`src/rtl/slotmaker_config_store.sv`:
```
// Slot-to-card map: software writes land in a pending map and are copied to the active map in a bus-safe window.
// Optional duplicate-card rejection is built when SLOTMAKER_DUP_CHECK_EN is defined.
module slotmaker_config_store #(
  parameter logic [63:0] DEFAULT_MAP = 64'h0,
  parameter logic [7:0]  EMPTY_CARD  = 8'h00
) (
  input  logic       clk,
  input  logic       reset,
  input  logic [2:0] slot,
  input  logic [7:0] card_i,
  input  logic       wr,
  output logic [7:0] card_o,
  input  logic       safe_i,
  input  logic [2:0] lookup_slot,
  output logic [7:0] lookup_card,
  output logic       commit_busy,
  output logic       map_changed,
  output logic       dup_err
);

  localparam logic [1:0] ST_IDLE = 2'd0;
  localparam logic [1:0] ST_SCAN = 2'd1;
  localparam logic [1:0] ST_DONE = 2'd2;

  logic [1:0] r_state;
  logic [2:0] r_idx;
  logic [7:0] r_pending [8];
  logic [7:0] r_active  [8];
  logic [7:0] r_dirty;
  logic [7:0] r_card;
  logic [7:0] r_lookup;
  logic       w_dup;
  logic       w_wr_acc;
  logic [7:0] w_dirty_next;

`ifdef SLOTMAKER_DUP_CHECK_EN
  logic r_dup_err;

  // A card may live in only one slot; the empty id is exempt, and a slot may rewrite its own value.
  always_comb begin
    w_dup = 1'b0;
    for (int j = 0; j < 8; j++) begin
      if ((3'(j) != slot) && (r_pending[j] == card_i)) w_dup = 1'b1;
    end
    if (card_i == EMPTY_CARD) w_dup = 1'b0;
  end

  always_ff @(posedge clk) begin
    if (reset) r_dup_err <= 1'b0;
    else if (wr && w_dup) r_dup_err <= 1'b1;
  end

  assign dup_err = r_dup_err;
`else
  assign w_dup   = 1'b0;
  assign dup_err = 1'b0;
`endif

  assign w_wr_acc = wr & ~w_dup;

  // A write landing on the slot being scanned keeps it dirty, so the new value commits next window.
  always_comb begin
    w_dirty_next = r_dirty;
    if (r_state == ST_SCAN) w_dirty_next[r_idx] = 1'b0;
    if (w_wr_acc) w_dirty_next[slot] = 1'b1;
  end

  always_ff @(posedge clk) begin
    if (reset) begin
      for (int n = 0; n < 8; n++) begin
        r_pending[n] <= DEFAULT_MAP[8*n +: 8];
        r_active[n]  <= DEFAULT_MAP[8*n +: 8];
      end
      r_dirty  <= 8'h00;
      r_state  <= ST_IDLE;
      r_idx    <= 3'd0;
      r_card   <= 8'h00;
      r_lookup <= 8'h00;
    end else begin
      r_card   <= w_wr_acc ? card_i : r_pending[slot];
      r_lookup <= r_active[lookup_slot];
      r_dirty  <= w_dirty_next;
      if (w_wr_acc) r_pending[slot] <= card_i;

      case (r_state)
        ST_IDLE: begin
          if (safe_i && (|r_dirty)) begin
            r_state <= ST_SCAN;
            r_idx   <= 3'd0;
          end
        end
        ST_SCAN: begin
          if (r_dirty[r_idx]) r_active[r_idx] <= r_pending[r_idx];
          r_idx <= r_idx + 3'd1;
          if (r_idx == 3'd7) r_state <= ST_DONE;
        end
        ST_DONE: r_state <= ST_IDLE;
        default: r_state <= ST_IDLE;
      endcase
    end
  end

  assign card_o      = r_card;
  assign lookup_card = r_lookup;
  assign commit_busy = (r_state != ST_IDLE);
  assign map_changed = (r_state == ST_DONE);

endmodule
```
`config.mk`:
```
export PLATFORM = sky130hd
export DESIGN_NAME = slotmaker_config_store
export DESIGN_NICKNAME = d
export VERILOG_FILES = /design/src/rtl/slotmaker_config_store.sv
export SDC_FILE = /design/constraint.sdc
export NUM_CORES = 1
export LEC_CHECK = 0
export CAP_MARGIN = 20
export CORE_MARGIN = 5
export CORE_UTILIZATION = 60
export DETAILED_ROUTE_END_ITERATION = 7
export GPL_TIMING_DRIVEN = 0
export PLACE_DENSITY = 0.79
export SLEW_MARGIN = 30
export SYNTH_ARGS = -nofsm -noshare
export SYNTH_HDL_FRONTEND = slang
export SYNTH_SLANG_ARGS = --single-unit
```
`constraint.sdc`:
```
create_clock -name clk -period 5.1 [get_ports clk]
set_input_delay 1.02 -clock clk [delete_from_list [all_inputs] [get_ports clk]]
set_output_delay 1.02 -clock clk [all_outputs]
set_load 0.02 [all_outputs]
```
* Word-level counts from Yosys, hierarchy flattened
Memory sizes are Yosys's and may differ from the RTL's. A register that Yosys moved wholly into a read port is not among the register bits. Index checks and enable logic that the tools add are counted.
Operators by class: add/sub/neg operators 1, multipliers 0, div/mod/pow operators 0, $lt $le $gt $ge 4, equal/unequal tests 5, shifts and indexed selects 0, multiplexer cells 30, bitwise gates (word level) 3, reductions and logical operators 11
Operators by type and width (number):
- two-way mux 8 bit | 4
- OR reduction 8 bit | 3
- two-way mux 3 bit | 5
- two-way mux 1 bit | 14
- bitwise AND 8 bit | 1
- less-than comparator 3 x 4 -> 1 bit (second input constant) | 2
- inverter 8 bit | 1
- bitwise OR 8 bit | 1
- demux 1 bit (select 3 bit) | 2
- >= comparator 3 x 1 -> 1 bit (second input constant) | 2
- one-hot mux 3 bit (2 select lines) | 1
- two-way mux 2 bit | 2
- one-hot mux 2 bit (2 select lines) | 1
- AND reduction 2 bit | 2
- nonzero test 2 bit | 2
- adder 3 x 1 -> 3 bit (second input constant) | 1
- binary-select mux 1 bit (select 3 bit) | 1
- equality test 3 bit (second input constant) | 1
- logical AND 1 bit | 3
- equality test 2 x 1 -> 1 bit (second input constant) | 1
- equality test 2 bit (second input constant) | 1
- zero test 2 bit | 1
- inequality test 2 x 1 -> 1 bit (second input constant) | 1
- inequality test 2 bit (second input constant) | 1
Storage, ports and cells: register bits 13, bits in latches 0, bits in writable memories 128, bits in read-only memories 0, output and inout bits 19, logic and storage cells 59, memories 2
Memory list:
- r_active | depth 8, width 8, read ports 1, clocked after Yosys merged registers in 1, wr ports 8, RTL line 28 | logic [7:0] r_active [8];
- r_pending | depth 8, width 8, read ports 2, clocked after Yosys merged registers in 2, wr ports 8, RTL line 27 | logic [7:0] r_pending [8];

* Longest topological paths before layout
Gate-level depths: netlist of run 1.
word-level depth 9, mapped depth 7, mapped depth without buffers 4

* Worst setup path after synthesis of run 1
No wires, ideal clock.
kind input-to-reg, from input slot[1], to memory r_pending[3][0], enable pin, setup time 384 ps, arrival 2186 ps, data required time 4716 ps, setup slack 2530 ps, stages 4, buffers on the path 2, path through buf_4 buf_6 nand3_1 o21ai_0
RTL lines:
- start, declared | RTL line 9 | input logic [2:0] slot,
- end, declared | RTL line 27

==> results.cfg, run 1 <==
[final_layout]
fillCellCount = 886
synthToLayoutAreaGrowth_pct = 15.3
drive_above_1_share = 0.214
layout_common_cells = edfxtp_1 (128), nor2_1 (81), and2_1 (66)
diodes = 0
multiInputGateArea_um2 = 2900
nets = 609
layout_commonest_cell = edfxtp_1
register_area_um2 = 4480
stdcell_area_um2 = 8740

[global_routing]
grt_use_total = 0.255
grt_overflow = 0
grt_pass1_wl_um = 27500
grt_start_max_net_pins = 17
grt_antenna_before_repair = 0
grt_pass1_vias = 4839

[route]
drc = 0
detail-route-antenna-nets = 0
first_iter_violations = 665
totalWireLength_um = 17900
viasPerCell = 6.11
wl_per_cell_um = 23.1
first_pass_iters = 6
dr_total_vias = 4732

[clocking]
clock_sinks = 160
ctsLongestPathBuffers = 2
postCtsHoldBufs = 0
clkTransAtPathRegs_ns = 0.06
cts.htree.levels = 4
clock_latency_ns = 0.43
cts_resized = 0
cts_tree = yes
numCtsBuffers = 17
root_buffer = clkbuf_16
cts_setup_buffers = 0

[logic_synthesis]
synth_cells = 535
ys_ff_latch = 160
syn-cell-area_um2 = 7580
ys_warn_count = 0
ys_seq_area_frac = 0.592
synth_edf_count = 128
synth_top_family_by_area = multiplexers
syn_area_per_cell_um2 = 14.2
synthAdderAreaFrac = 0.00330
synth_ff_type = edfxtp_1
yosys.area_share.xor_xnor = 0
syn_nets = 555
synth-simple-area-share = 0.142
synthMuxAreaShare = 0.172
synth.distinct_cells = 48
ys_async_sr_fraction = 0
synth_compound_area_frac = 0.0627

[timing]
finalCritPeriodShare = 0.601
rsz0062_at_grt = no
worst_slew_margin_rel = 0.303
setup_viol = 0
fin_crit_ns = 3.07
worst_slew_pin_slew_ns = 1.04
slew_violations = 0
finalClockSkew_ns = 0.00625
setup-tns-final_ns = 0
hold_viol_final = 0
fmaxAchievable_mhz = 326

[die]
die_h_um = 122
core_area_um2 = 12500
io_pins = 37
initial_core_util = 0.606
die-area_um2 = 15000
die_w_um = 122
rows = 41

[pwr]
power_frac_comb = 0.102
leakagePower_nw = 3.09
power.switching_mw = 0.701
p_int_mw = 2.42
peakVddDrop_mv = 0.196
p_per_area_nw_per_um2 = 357
p_clk_frac = 0.417
pwr-share-seq = 0.481
sw_frac_of_total = 0.225

[placed_design]
io_buffer_count = 29
place_hpwl_um = 12300
postPlaceCellArea_um2 = 8140
gp_congestion = 0.884

[run]
max-cap-violations = 0

[worst_setup_path]
rr_worst_depth = 5
arrival_ns = 3.15
required_ns = 5.18
worstSetupEndpointType = flop
critPathKind = input port to flop
critPathMaxFanout = 9
cp-start-kind = input port

[worst_hold_path]
min_path_type = flop to flop
holdPathStages = 1

[status]
status = finished, final reports clean
## power groups by stage
| stage | combinational [mW] | sequential [mW] | clock, mW |
|---|---|---|---|
| detailed placement | 0.314 | 1.53 | 0 |
| CTS | 0.317 | 1.50 | 1.30 |
| global placement | 0.304 | 1.52 | 0 |
| global route | 0.337 | 1.51 | 1.36 |
| finish | 0.318 | 1.50 | 1.30 |
| floorplan | 0.198 | 1.53 | 0 |
## cell usage after synthesis (5+ instances only)
cell / count / area share
a21oi_1: 10 / 0.0066
buf_6: 7 / 0.010
nand2_1: 21 / 0.010
buf_2: 5 / 0.0033
nor3_1: 5 / 0.0033
and2_1: 66 / 0.054
nor2_1: 81 / 0.040
mux4_2: 42 / 0.12
buf_4: 5 / 0.0050
edfxtp_1: 128 / 0.51
a31o_2: 7 / 0.0081
a221oi_1: 6 / 0.0069
nor2b_1: 7 / 0.0058
mux2i_1: 21 / 0.028
dfxtp_1: 32 / 0.085
mux2i_2: 8 / 0.015
o31ai_4: 7 / 0.020
clkbuf_1: 10 / 0.0050
o21ai_0: 15 / 0.0099
## registers in the layout, indices dropped and copies added, names as in the netlist, named ones only
register / flops
r_dirty: 8
r_pending: 64
card_o: 8
r_state: 2
r_active: 64
r_idx: 3
lookup_card: 8
## routing by layer
metal | share of wire | vias to the layer above | track usage
met5 | 0 | - | 0
met4 | 0.039 | 0 | 0.122
met3 | 0.067 | 62 | 0.0535
met2 | 0.52 | 249 | 0.437
met1 | 0.37 | 2311 | 0.310
li1 | - | 2110 | -
## stage by stage
| stage | total power [mW] | util | setup WS, ns | std cells | hold slack, ns |
|---|---|---|---|---|---|
| 2_1_floorplan | 1.73 | - | 2.53 | 535 | 0.467 |
| 4_1_cts | 3.12 | 0.699 | 2.09 | 774 | 0.507 |
| 3_5_place_dp | 1.84 | 0.650 | 1.65 | 742 | 0.494 |
| 5_1_grt | 3.20 | 0.699 | 1.97 | 774 | 0.530 |
| 3_3_place_gp | 1.83 | 0.646 | 1.14 | 736 | 0.489 |
| 6_report | 3.12 | 0.699 | 2.03 | 774 | 0.510 |
## final timing paths
kind,start,endpoint,slack [ns]
hold reg to reg,r_dirty[2],r_dirty[2],0.51
setup / recovery,reset,r_active[6][0],2.03
setup reg to reg,flop,r_active[5][6],2.64
hold / removal,r_dirty[2],r_dirty[2],0.51
## cells by family (layout without fill, tap and decap cells)
group	after synthesis	in the layout
AO/OA/AOI/OAI	54	54
buffers and inverters	35	102
multiplexers	74	74
other	1	1
adder cells (fa/ha/maj)	2	2
flip-flops	160	160
AND/OR/NAND/NOR	209	209
## critical path: stages
cell and delay [ns]:
clkdlybuf4s50_1 0.54, nor3b_1 0.73, and3_1 0.33, o31ai_4 0.16
nand2_1 0.36
## cell type report
class / instances / area share
tap: 172 / 0.0246
sequential: 160 / 0.513
clock inverter: 13 / 0.0193
clock buffer: 19 / 0.0495
inverter: 3 / 0.00129
multi-input combinational: 340 / 0.331
timing repair buffer: 35 / 0.0384
buffer: 32 / 0.0228
No activity file was read; power rests on OpenSTA's default activity.
==> inputs of run 2 (changes only) <==
CORE_UTILIZATION = 54   (was 60)
PLACE_DENSITY = 0.76   (was 0.79)
clock period = 2.73 ns   (was 5.1 ns; I/O delays follow)
==> results.cfg, run 2 (synthesis results as in run 1) <==
[status]
status = complete, but fails checks
violations = negative setup slack

[clocking]
cts_tree = yes
root_buffer = clkbuf_16
clkTransAtPathRegs_ns = 0.06
clock_latency_ns = 0.43
clock_sinks = 160
cts.htree.levels = 4
cts_resized = 0
cts_setup_buffers = 0
ctsLongestPathBuffers = 2
numCtsBuffers = 17
postCtsHoldBufs = 0

[worst_setup_path]
reg2reg_slack_ns = 0.28
critPathKind = input port to flop
worstSetupEndpointType = flop
required_ns = 2.83
path_cells = clkdlybuf4s50_1 -> inv_2 -> nand3_1 -> nor3_2 -> or2_2
arrival_ns = 2.84
critPathSlowestCell = nor3_2
crit_start = reset
rr_worst_depth = 5
crit_family = simple AND/OR/NAND/NOR gates
critPathMaxFanout = 10
critical_path_depth = 5
cp-start-kind = input port
slowest_delay_ns = 0.82
crit_buf_inv = 2

[timing]
worst_slack_ns = -0.00805
finalClockSkew_ns = 0.00907
setup-tns-final_ns = -0.0449
fin_crit_ns = 2.74
rsz0062_at_grt = yes
whs_ns = 0.507
worst_slew_pin_slew_ns = 1.01
fmaxAchievable_mhz = 365
finalCritPeriodShare = 1.00
setup_viol = 8
slew_violations = 0
hold_viol_final = 0
worst_slew_margin_rel = 0.325

[final_layout]
layout_common_cells = edfxtp_1 (128), nor2_1 (78), and2_1 (66)
nets = 603
layout_commonest_cell = edfxtp_1
register_area_um2 = 4480
drive_above_1_share = 0.227
synthToLayoutAreaGrowth_pct = 15.0
diodes = 0
fillCellCount = 1003
largestRegisters = r_active x64, r_pending x64
multiInputGateArea_um2 = 2930

[pwr]
power_frac_comb = 0.103
leakagePower_nw = 3.06
peakVddDrop_mv = 0.495
p_clk_frac = 0.411
p_per_area_nw_per_um2 = 662
p_int_mw = 4.43
pwr-share-seq = 0.486
power.switching_mw = 1.34
sw_frac_of_total = 0.232

[route]
dr_total_vias = 4807
wl_per_cell_um = 23.4
first_iter_violations = 477
detail-route-antenna-nets = 0
first_pass_iters = 5
totalWireLength_um = 18200
viasPerCell = 6.19
drc = 0

[die]
rows = 43
die_w_um = 128
core_area_um2 = 13800
io_pins = 37
initial_core_util = 0.548
die_h_um = 128
die-area_um2 = 16500

[global_routing]
grt_pass1_vias = 4957
grt_overflow = 0
grt_antenna_before_repair = 0
grt_start_max_net_pins = 17
grt_pass1_wl_um = 28200
grt_use_total = 0.235

[worst_hold_path]
holdPathStages = 1
min_path_type = flop to flop
hp-start = r_dirty[3]

[placed_design]
io_buffer_count = 29
gp_congestion = 0.866
place_hpwl_um = 12000

[run]
max-cap-violations = 0
-- run 2: cell count changes in the layout (fill, tap and decap cells not counted) --
cell	change
buf_4	-6
bufinv_16	-1
clkbuf_1	+1
clkinv_1	-4
clkinv_2	+4
nor2_1	-3
nor2_2	+3
o21ai_1	-6
o21ai_2	+6
-- run 2: worst paths after layout --
path / end
worst max-delay path: r_pending[2][5]
worst min-delay path: r_dirty[3]
worst max register to register: r_active[3][6]
worst min register to register: r_dirty[3]
-- run 2: layout make-up --
cell class	instances	area share
plain buffers	32	0.0228
clock buffers	20	0.0501
clock inverters	12	0.0165
inverters	3	0.00129
multi-input cells	340	0.336
flip-flops and latches	160	0.514
well taps	180	0.0258
repair buffers	29	0.0333
-- run 2: per-layer routing --
metal / routed length, um / vias to the layer above / GRT usage
met4: 637 / 0 / 0.107
met5: 0 / - / 0
met3: 1450 / 52 / 0.0606
li1: - / 2109 / -
met2: 9170 / 248 / 0.387
met1: 6900 / 2398 / 0.293
-- run 2: power by group through the flow --
stage               registers (mW)  clock network, mW  logic, mW
finish                        2.80               2.37      0.593
global route                  2.81               2.49      0.633
CTS                           2.80               2.38      0.592
detailed placement            2.85                  0      0.589
global placement              2.85                  0      0.572
floorplan                     2.86                  0      0.369
-- run 2: per-stage QoR --
step	instance area (um2)	power [mW]	instances	setup slack, ns	util
3_5_place_dp	8130	3.44	744	-0.328	0.588
3_3_place_gp	8100	3.42	744	-0.812	0.586
4_1_cts	8710	5.78	776	0.119	0.630
5_1_grt	8720	5.94	776	-0.0514	0.630
2_1_floorplan	7580	3.23	535	0.634	-
6_report	8720	5.77	776	-0.00805	0.630
